$ cat config.mk
export PLATFORM = sky130hd
export DESIGN_NAME = if_fetch_unit
export DESIGN_NICKNAME = d
export VERILOG_FILES = /design/src/rtl/if_fetch_unit.sv
export SDC_FILE = /design/constraint.sdc
export NUM_CORES = 1
export LEC_CHECK = 0
export CORE_MARGIN = 2
export CORE_UTILIZATION = 45
export DETAILED_ROUTE_END_ITERATION = 8
export PLACE_DENSITY = 0.82
export SYNTH_ARGS = -nofsm -noshare
export SYNTH_HDL_FRONTEND = slang
export SYNTH_SLANG_ARGS = --single-unit
$ cat constraint.sdc
create_clock -name clk -period 2 [get_ports clk]
set_input_delay 0.4 -clock clk [delete_from_list [all_inputs] [get_ports clk]]
set_output_delay 0.4 -clock clk [all_outputs]
set_load 0.02 [all_outputs]
$ cat src/rtl/if_fetch_unit.sv
// Instruction-fetch stage: PC register, redirect capture under stall, SRAM drive and ID-side instruction hold.
// Define IF_ADDR_CHECK_EN to flag misaligned fetch addresses on if_excp_adel and suppress those fetches.
module if_fetch_unit #(
   parameter logic [31:0] RESET_PC = 32'hBFBF_FFFC,
   parameter int          STALL_W  = 6
) (
   input  logic               clk,
   input  logic               rst,
   input  logic [STALL_W-1:0] stall,
   input  logic [32:0]        br_bus,
   output logic [32:0]        if_to_id_bus,
   output logic               inst_sram_en,
   output logic [3:0]         inst_sram_wen,
   output logic [31:0]        inst_sram_addr,
   output logic [31:0]        inst_sram_wdata,
   input  logic [31:0]        inst_sram_rdata,
   output logic [31:0]        id_inst,
   output logic               if_excp_adel
);

   logic        br_e;
   logic [31:0] br_addr;
   logic [31:0] next_pc;
   logic        stall_pc;
   logic        stall_if_id;
   logic        stall_id_ex;

   logic [31:0] pc_q, pc_d;
   logic        ce_q, ce_d;
   logic        pend_valid_q, pend_valid_d;
   logic [31:0] pend_addr_q, pend_addr_d;
   logic        hold_valid_q, hold_valid_d;
   logic [31:0] hold_inst_q, hold_inst_d;
   logic        id_valid_q, id_valid_d;
   logic        adel;

   assign br_e        = br_bus[32];
   assign br_addr     = br_bus[31:0];
   assign stall_pc    = stall[0];
   assign stall_if_id = stall[1];
   assign stall_id_ex = stall[2];

   generate
      if (STALL_W > 3) begin : g_unused_stall
         logic unused_stall_hi;
         assign unused_stall_hi = ^stall[STALL_W-1:3];
      end
   endgenerate

   // A captured redirect outranks a fresh one: it was seen first while the PC was frozen.
   always_comb begin
      if (pend_valid_q) begin
         next_pc = pend_addr_q;
      end else if (br_e) begin
         next_pc = br_addr;
      end else begin
         next_pc = pc_q + 32'd4;
      end
   end

   always_comb begin
      pc_d         = pc_q;
      ce_d         = ce_q;
      pend_valid_d = pend_valid_q;
      pend_addr_d  = pend_addr_q;
      if (!stall_pc) begin
         pc_d         = next_pc;
         ce_d         = 1'b1;
         pend_valid_d = 1'b0;
      end else if (br_e) begin
         pend_addr_d  = br_addr;
         pend_valid_d = 1'b1;
      end
   end

   // id_valid tracks the ce bit ID has registered; a fetch flagged misaligned never counts as valid.
   always_comb begin
      id_valid_d = id_valid_q;
      if (!stall_if_id) begin
         id_valid_d = ce_q & ~adel;
      end else if (!stall_id_ex) begin
         id_valid_d = 1'b0;
      end
   end

   // Grab the SRAM word on the first stalled cycle, before it is overwritten by a re-read of pc_q.
   always_comb begin
      hold_valid_d = hold_valid_q;
      hold_inst_d  = hold_inst_q;
      if (!stall_if_id || !stall_id_ex) begin
         hold_valid_d = 1'b0;
      end else if (!hold_valid_q) begin
         hold_valid_d = 1'b1;
         hold_inst_d  = inst_sram_rdata;
      end
   end

`ifdef IF_ADDR_CHECK_EN
   logic adel_q, adel_d;

   always_comb begin
      adel_d = adel_q;
      if (!stall_pc) begin
         adel_d = |next_pc[1:0];
      end
   end

   always_ff @(posedge clk) begin
      if (!rst) begin
         adel_q <= 1'b0;
      end else begin
         adel_q <= adel_d;
      end
   end

   assign adel = adel_q;
`else
   assign adel = 1'b0;
`endif

   always_ff @(posedge clk) begin
      if (!rst) begin
         pc_q         <= RESET_PC;
         ce_q         <= 1'b0;
         pend_valid_q <= 1'b0;
         pend_addr_q  <= 32'b0;
         hold_valid_q <= 1'b0;
         hold_inst_q  <= 32'b0;
         id_valid_q   <= 1'b0;
      end else begin
         pc_q         <= pc_d;
         ce_q         <= ce_d;
         pend_valid_q <= pend_valid_d;
         pend_addr_q  <= pend_addr_d;
         hold_valid_q <= hold_valid_d;
         hold_inst_q  <= hold_inst_d;
         id_valid_q   <= id_valid_d;
      end
   end

   assign inst_sram_en    = ce_q & ~adel;
   assign inst_sram_wen   = 4'b0000;
   assign inst_sram_addr  = pc_q;
   assign inst_sram_wdata = 32'b0;
   assign if_to_id_bus    = {ce_q, pc_q};
   assign if_excp_adel    = adel;

   always_comb begin
      if (!id_valid_q) begin
         id_inst = 32'b0;
      end else if (hold_valid_q) begin
         id_inst = hold_inst_q;
      end else begin
         id_inst = inst_sram_rdata;
      end
   end

endmodule

# After elaboration in Yosys (flattened, before gate mapping)

Cells that the tools add are included.

Output and inout port bits: 135
Flip-flop bits (word level): 100
Logic and storage cells: 21

Reductions and logical operators: 5
$add $sub $neg: 1
Equal/unequal tests: 1
Muxes and demuxes: 7

Operators with widths:

| kind                    | number |
|---|---|
| $mux W32                | 4 |
| $add A32 B3 Y32 const B | 1 |
| $reduce_and A2 Y1       | 2 |
| $mux W1                 | 3 |
| $logic_not A1 Y1        | 2 |
| $ne A2 B2 Y1 const B    | 1 |
| $logic_or A1 B1 Y1      | 1 |

# Logic depth before layout (Yosys ltp)

Gate-level depths: netlist (run 1).

Word-level depth: 3
Mapped depth: 7
Gate-level depth less buffers: 6

# Worst setup path after synthesis (run 1)

No wires, ideal clock.

Path kind: reg2reg
Start: reg pc_q[2], in the netlist inst_sram_addr[2]
End: reg pc_q[30], in the netlist inst_sram_addr[30]
Slack: -0.007 ns
Data arrival time: 1.880 ns
Cell stages (with the launch flop): 8
Data required time: 1.872 ns
Cells stage by stage: dfxtp_1 > ha_1 > and4_1 > buf_2 > nand3_1 > o41a_1 > o21ai_0 > a21oi_1

Longest elaborated chain between the ends: 3

RTL lines:

| what                   | RTL line | RTL |
|---|---|---|
| from (decl)            | 28       | `logic [31:0] pc_q, pc_d;` |
| from (signal assigned) | 131      | `pc_q <= pc_d;` |
| $add A32 B3 Y32        | 57       | `next_pc = pc_q + 32'd4;` |
| $mux W32               | 54       | `end else if (br_e) begin` |
| $mux W32               | 52       | `if (pend_valid_q) begin` |

No other way between the ends.
A chain may end at the register's enable or synchronous reset.

# Final worst setup path (run 1)

Start: reg hold_valid_q
End: out id_inst[13]

Longest elaborated chain between the ends: 2

RTL lines:

| what                   | RTL line | RTL |
|---|---|---|
| from (decl)            | 32       | `logic hold_valid_q, hold_valid_d;` |
| from (signal assigned) | 135      | `hold_valid_q <= hold_valid_d;` |
| $mux W32               | -        |  |
| $mux W32               | 149      | `if (!id_valid_q) begin` |
| to (decl)              | 17       | `output logic [31:0] id_inst,` |

No other way between the ends.

==> qor.txt, run 1 <==
Top FF cell, synth - dfxtp_1
Util after Layout - 62.7%
Sequential share of the synthesized area - 35.2%
Antenna Violating Nets Remaining - 0
Drt initial violations - 381
Flops & latches, synth - 100
Vias - 5640
Die W - 116 um
Pleak - 3.18 nW
DIE HEIGHT - 116 um
Die ar. - 13500 um^2
Startpoint types - flip-flop
HP Start - hold_inst_q[9]
Hold Path End - hold_inst_q[9]
Via density - 5.29
WHS Path Cells - 2
Placed cells - 1051
Core box area - 12500 um^2
Synthesis-to-layout area growth - 37.5%
Final hold viol count - 0
Layout cells sized above 1 - 11.5%
Post-Place Setup Slack - -0.123 ns
Grt peak-use layer - met2
Worst r2r path cells - 6
# diodes - 0
GP Congestion - 0.959
Clock sink count - 100
Pin count of the biggest net entering global routing - 48
RSZ-0062 raised after global routing - no
Worst r2r dst - inst_sram_addr[30]
Met2 Track Usage GR - 39.6%
Clk_lat worst skew - 0.36 ns
Final cycle utilization of the critical path - 96.5%
P per Cell Area - 732 nW/um^2
Max Freq - 518 MHz
Wire length per cell - 14.9 um
Total routed wirelength - 15.9 mm
Post-synth EDFFs - 0
Critical path type - reg -> out
Antenna violations before repair - 0
Worst slew pin tran - 0.555 ns
Max_cap viols - 0
Post-synthesis mux area share - 5.99%
IO buf count - 167
Num rows - 41
M3 GR Usage - 6.95%
FFs w/ async S/R, synth - 0%
First-pass GRT wire length - 25.1 mm
Mean post-synth cell area - 7.73 um^2
Req. time, crit path - 1.60 ns
Initial Utilization - 45.6%
Yosys cell types - 50
Remaining DRCs - 0
Met1 usage - 28.7%
Most common cell after layout, fill and taps aside - nand2_1
Worst r2r src - inst_sram_addr[2]
VDD IR max - 0.636 mV
HP Class - reg -> reg
Adder-Cell Fraction of Synth Area - 0.220%
Status - finished clean
Clock slew at reported path FFs - 0.07 ns
Grt ovf - 0
Design Power - 5.72 mW
H-tree levels - 3
Fin cells - 1067
Clock Skew - 0.00830 ns
Synth Area in XOR/XNOR - 0%
Most frequent cells in the layout - 165 x nand2_1, 135 x clkdlybuf4s50_1, 97 x dfxtp_1, 75 x a21oi_1, 55 x buf_4
CP Max Fanout - 15
Hold Buf Count CTS - 0
TritonCTS buffer count - 9
Largest family of logic cells by synthesized area - simple AND/OR/NAND/NOR gates
CTS tree - built
Ports - 208
Vias in the first global route - 5187
Setup ws final - 0.0701 ns
Final nets - 964
CTS Buffer Depth - 2
Detailed Routing Iterations Pass 1 - 6
Synth Area in Simple Gates - 23.5%
Slew headroom - 63.0%
Worst R2R Setup Slack - 0.14 ns
Total GRT Usage - 23.4%
Crit end category - primary output
Tmin final - 1.93 ns
Post-DP HPWL - 11.2 mm
Yosys warnings - 0
Setup Viol. Count Final - 0
Synth Area in Compound Gates - 20.9%
Worst EP arrival - 1.53 ns
Clock root buffer master - clkbuf_16
Post-Synthesis Cell Area - 5680 um^2
Slew Limit Fails - 0
Post-Syn Instances - 735
==> routing by layer <==
metal | vias up | share of wire [%]
li1 | 2728 | -
met1 | 2631 | 42
met2 | 263 | 47
met3 | 18 | 9.7
met4 | 0 | 1.2
met5 | - | 0
==> through the flow <==
stage / hold WS (ns) / instance area [um^2] / setup TNS (ns)
floorplan: 0.431 / 5820 / 0
global placement: 0.437 / 7500 / -2.58
detailed placement: 0.447 / 7500 / -2.93
CTS: 0.455 / 7800 / 0
global route: 0.472 / 7820 / 0
finish: 0.454 / 7820 / 0
==> cell families after synthesis <==
kind of cell	count (synthesis)
buf+inv	130
other cells	1
mux	34
simple gates	287
flops	100
fa+ha+maj	1
compound gates	182
==> synthesized netlist by cell type (all sizes together), types with 8 or more instances <==
cell / number / area [um^2]
buf: 78 / 573
o21ai: 17 / 85.1
inv: 8 / 30.0
a21boi: 19 / 143
o22a: 11 / 96.3
a31oi: 11 / 68.8
a221o: 10 / 100
mux2i: 34 / 340
dfxtp: 100 / 2000
nand2: 165 / 619
nor2b: 34 / 213
a21oi: 76 / 384
clkbuf: 44 / 198
nor2: 30 / 113
nand3: 14 / 70.1
a221oi: 8 / 70.1
==> where the power goes <==
| part | internal (mW) | total (mW) | switching (mW) |
|---|---|---|---|
| combinational | 0.711 | 1.53 | 0.817 |
| clock | 1.20 | 1.98 | 0.786 |
| sequential | 2.12 | 2.21 | 0.0932 |
| total | 4.02 | 5.72 | 1.70 |
==> registers in the layout (all words and copies together) (netlist names) <==
signal,flops
hold_valid_q,1
id_valid_q,1
inst_sram_en,1
pend_valid_q,1
inst_sram_addr,32
pend_addr_q,32
hold_inst_q,32
==> layout make-up <==
cell class                      instances  area [um^2]
Clock buffer                           12          267
Clock inverter                          4         70.1
Fill cell                            1108         4650
Inverter                                8         30.0
Multi-Input combinational cell        541         3030
Sequential cell                       100         2010
Tap cell                              172          215
Timing Repair Buffer                  230         2190
==> how the worst max path moves through the flow <==
stage | from | endpoint | cells after the start
after floorplan | inst_sram_addr[7] | inst_sram_addr[29] | 6
after global placement | inst_sram_rdata[29] | id_inst[29] | 4
after detailed placement | inst_sram_rdata[27] | id_inst[27] | 4
after CTS | hold_valid_q | id_inst[20] | 4
after global routing | hold_valid_q | id_inst[0] | 4
final | hold_valid_q | id_inst[13] | 4
==> critical path: stages (launching register included) <==
cell	delay (ns)
dfxtp_4	0.40
buf_12	0.17
mux2i_1	0.20
nor2b_1	0.07
dlygate4sd2_1	0.32
==> repair_timing <==
item | in CTS | in global routing
resized for setup | 33 | 12
gates cloned | 0 | 0
setup endpoints to repair | 32 | 8
pin swaps | 0 | 0
setup buffers | 0 | 0
No activity file was read; power rests on OpenSTA's default activity.
==> inputs of run 2 (changes only) <==
--- a/config.mk
+++ b/config.mk
@@ -9,6 +9,7 @@
 export CORE_UTILIZATION = 45
 export DETAILED_ROUTE_END_ITERATION = 8
 export PLACE_DENSITY = 0.82
+export SLEW_MARGIN = 20
 export SYNTH_ARGS = -nofsm -noshare
 export SYNTH_HDL_FRONTEND = slang
 export SYNTH_SLANG_ARGS = --single-unit
==> results of run 2 <==
The final DEF is identical to that of run 1; final timing and power are the same.
==> inputs of run 3 (changes only) <==
--- a/config.mk
+++ b/config.mk
@@ -5,10 +5,13 @@
 export SDC_FILE = /design/constraint.sdc
 export NUM_CORES = 1
 export LEC_CHECK = 0
+export CELL_PAD_IN_SITES_DETAIL_PLACEMENT = 0
+export CELL_PAD_IN_SITES_GLOBAL_PLACEMENT = 2
 export CORE_MARGIN = 2
-export CORE_UTILIZATION = 45
+export CORE_UTILIZATION = 26
 export DETAILED_ROUTE_END_ITERATION = 8
-export PLACE_DENSITY = 0.82
+export PLACE_DENSITY = 0.86
+export SKIP_CTS_REPAIR_TIMING = 1
 export SLEW_MARGIN = 20
 export SYNTH_ARGS = -nofsm -noshare
 export SYNTH_HDL_FRONTEND = slang
==> constraint.sdc (replaced) <==
create_clock -name clk -period 2.32 [get_ports clk]
set_input_delay 0.464 -clock clk [delete_from_list [all_inputs] [get_ports clk]]
set_output_delay 0.464 -clock clk [all_outputs]
set_load 0.02 [all_outputs]
==> run 3 against run 2 <==
Net effect: final area grew 1.2%; wire length rose by 13%; count of clock-buffer cells in the layout stayed put; hold slack better by 0.0020 ns; register-to-register slack gained 0.14 ns; highest routed layer unchanged.
==> qor.txt, run 3 (same netlist as run 1, synthesis figures left out) <==
Via density - 4.68 (-11%)
Slew headroom - 54.2% (-8.9 points)
Switching portion of total power - 30.1% (+0.46 points)
Util after Layout - 36.6% (-26 points)
Max_cap viols - 0 (unchanged)
Pin count of the biggest net entering global routing - 48 (unchanged)
Initial Utilization - 26.3% (-19 points)
Flop pwr share - 38.8% (+0.2 points)
Tmin final - 2.23 ns
Fin cells - 1160 (+8.7%)
Remaining DRCs - 0 (unchanged)
Crit-path cells - clkdlybuf4s50_1 > mux2i_1 > nor2b_1 > clkdlybuf4s50_1
GP Congestion - 0.770 (-20%)
Wire length per cell - 15.6 um (+4.3%)
Most frequent CP cell - clkdlybuf4s50_1
Status - finished clean
CP Max Fanout - 2 (-13)
Pleak - 3.34 nW (+5.3%)
Post-DP HPWL - 12.9 mm (+16%)
Layout cells sized above 1 - 9.10% (-2.4 points)
Total routed wirelength - 18.0 mm (+13%)
Design Power - 4.94 mW (-14%)
Clock Skew - 0.0111 ns (+0.00278 ns)
Crit end category - primary output
H-tree levels - 3 (unchanged)
Psw - 1.49 mW (-12%)
Final cycle utilization of the critical path - 96.2%
Slew Limit Fails - 0 (unchanged)
P per Cell Area - 625 nW/um^2 (-15%)
Final nets - 948 (-1.7%)
Clock sink count - 100 (unchanged)
Buf/Inv on CP - 2 (unchanged)
Antenna Violating Nets Remaining - 0 (unchanged)
Req. time, crit path - 1.86 ns (+0.26 ns)
TritonCTS buffer count - 9 (unchanged)
CP top delay family - buffers and inverters
Num rows - 54 (+32%)
Min Hold Slack - 0.456 ns (+0.00202 ns)
RSZ-0062 raised after global routing - no
Grt ovf - 0 (unchanged)
Drt initial violations - 272 (-29%)
Max stage delay on crit path - 0.61 ns (+0.21 ns)
FILL cells - 2297 (+110%)
Most common cell after layout, fill and taps aside - nand2_1
Internal power - 3.45 mW (-14%)
Detailed Routing Iterations Pass 1 - 4 (-2)
VDD IR max - 0.324 mV (-49%)
Max Freq - 448 MHz
Vias - 5429 (-3.7%)
Slowest cell on the critical path - clkdlybuf4s50_1
Startpoint types - primary input
First-pass GRT wire length - 28.6 mm (+14%)
Comb power frac - 26.0% (-0.7 points)
Worst EP arrival - 1.77 ns (+0.24 ns)
Total GRT Usage - 15.3% (-8.2 points)
HP Class - reg -> reg
Antenna violations before repair - 1 (+1)
Core box area - 21600 um^2 (+73%)
Die W - 152 um (+30%)
Synthesis-to-layout area growth - 39.1%
Clock power frac - 35.2% (+0.5 points)
Worst slew pin tran - 0.688 ns (+0.133 ns)
IO buf count - 167 (unchanged)
Vias in the first global route - 5138 (-0.94%)
DIE HEIGHT - 152 um (+30%)
CTS tree - built
Critical path type - in -> out
Die ar. - 23100 um^2 (+70%)
Placed cells - 1143 (+8.8%)
Most frequent cells in the layout - 165 x nand2_1, 146 x clkdlybuf4s50_1, 99 x dfxtp_1, 75 x a21oi_1, 40 x buf_4
Clock slew at reported path FFs - 0.07 ns (about the same)
Setup Viol. Count Final - 0 (unchanged)
Clk_lat worst skew - 0.35 ns (about the same)
Ports - 208 (unchanged)
Final hold viol count - 0 (unchanged)
CTS Buffer Depth - 2 (unchanged)
Clock root buffer master - clkbuf_16
run 3: path summary, 6_finish.rpt:
kind / to / cells past startpoint / from / slack, ns
worst max register to register: inst_sram_addr[30] / 5 / inst_sram_addr[9] / 0.28
worst min-delay path: hold_inst_q[8] / 2 / hold_inst_q[8] / 0.46
worst min register to register: hold_inst_q[8] / 2 / hold_inst_q[8] / 0.46
worst max-delay path: id_inst[7] / 4 / inst_sram_rdata[7] / 0.09
run 3: routing by layer:
metal | up-vias | wire (um) | GRT usage [%]
met1 | 2545 | 8170 | 20.0
met5 | - | 0 | 0
met4 | 0 | 302 | 4.18
met3 | 18 | 1350 | 5.11
li1 | 2703 | - | -
met2 | 163 | 8210 | 24.1
run 3: power groups by stage:
stage | clock (mW) | combinational, mW | sequential (mW)
finish | 1.74 | 1.28 | 1.92
global route | 1.86 | 1.39 | 1.94
floorplan | 0 | 0.749 | 2.01
global placement | 0 | 1.28 | 1.96
CTS | 1.81 | 1.29 | 1.92
detailed placement | 0 | 1.29 | 1.96
run 3: worst min-delay path, cell delays in order (launching register included):
cell and delay (ns):
dfxtp_1 0.31, nand2_1 0.05, a21oi_1 0.05
run 3: final cells by class:
| class | count | area, um^2 | share of cell area, % |
|---|---|---|---|
| multi-input cells | 541 | 3020 | 38.2 |
| well taps | 280 | 350 | 4.43 |
| flip-flops and latches | 100 | 2010 | 25.4 |
| diodes | 1 | 2.50 | 0.0316 |
| inverters | 8 | 30.0 | 0.380 |
| clock buffers | 12 | 267 | 3.37 |
| clock inverters | 4 | 77.6 | 0.981 |
| repair buffers | 214 | 2160 | 27.3 |
run 3: stage by stage:
step                      cell area, um^2  setup WS (ns)  TNS (ns)
after CTS                            7850        -0.0883    -0.930
after floorplan                      5820          0.313         0
after global routing                 7910        0.00548         0
after detailed placement             7500         0.0969         0
final                                7910         0.0889         0
after global placement               7500         0.0782         0
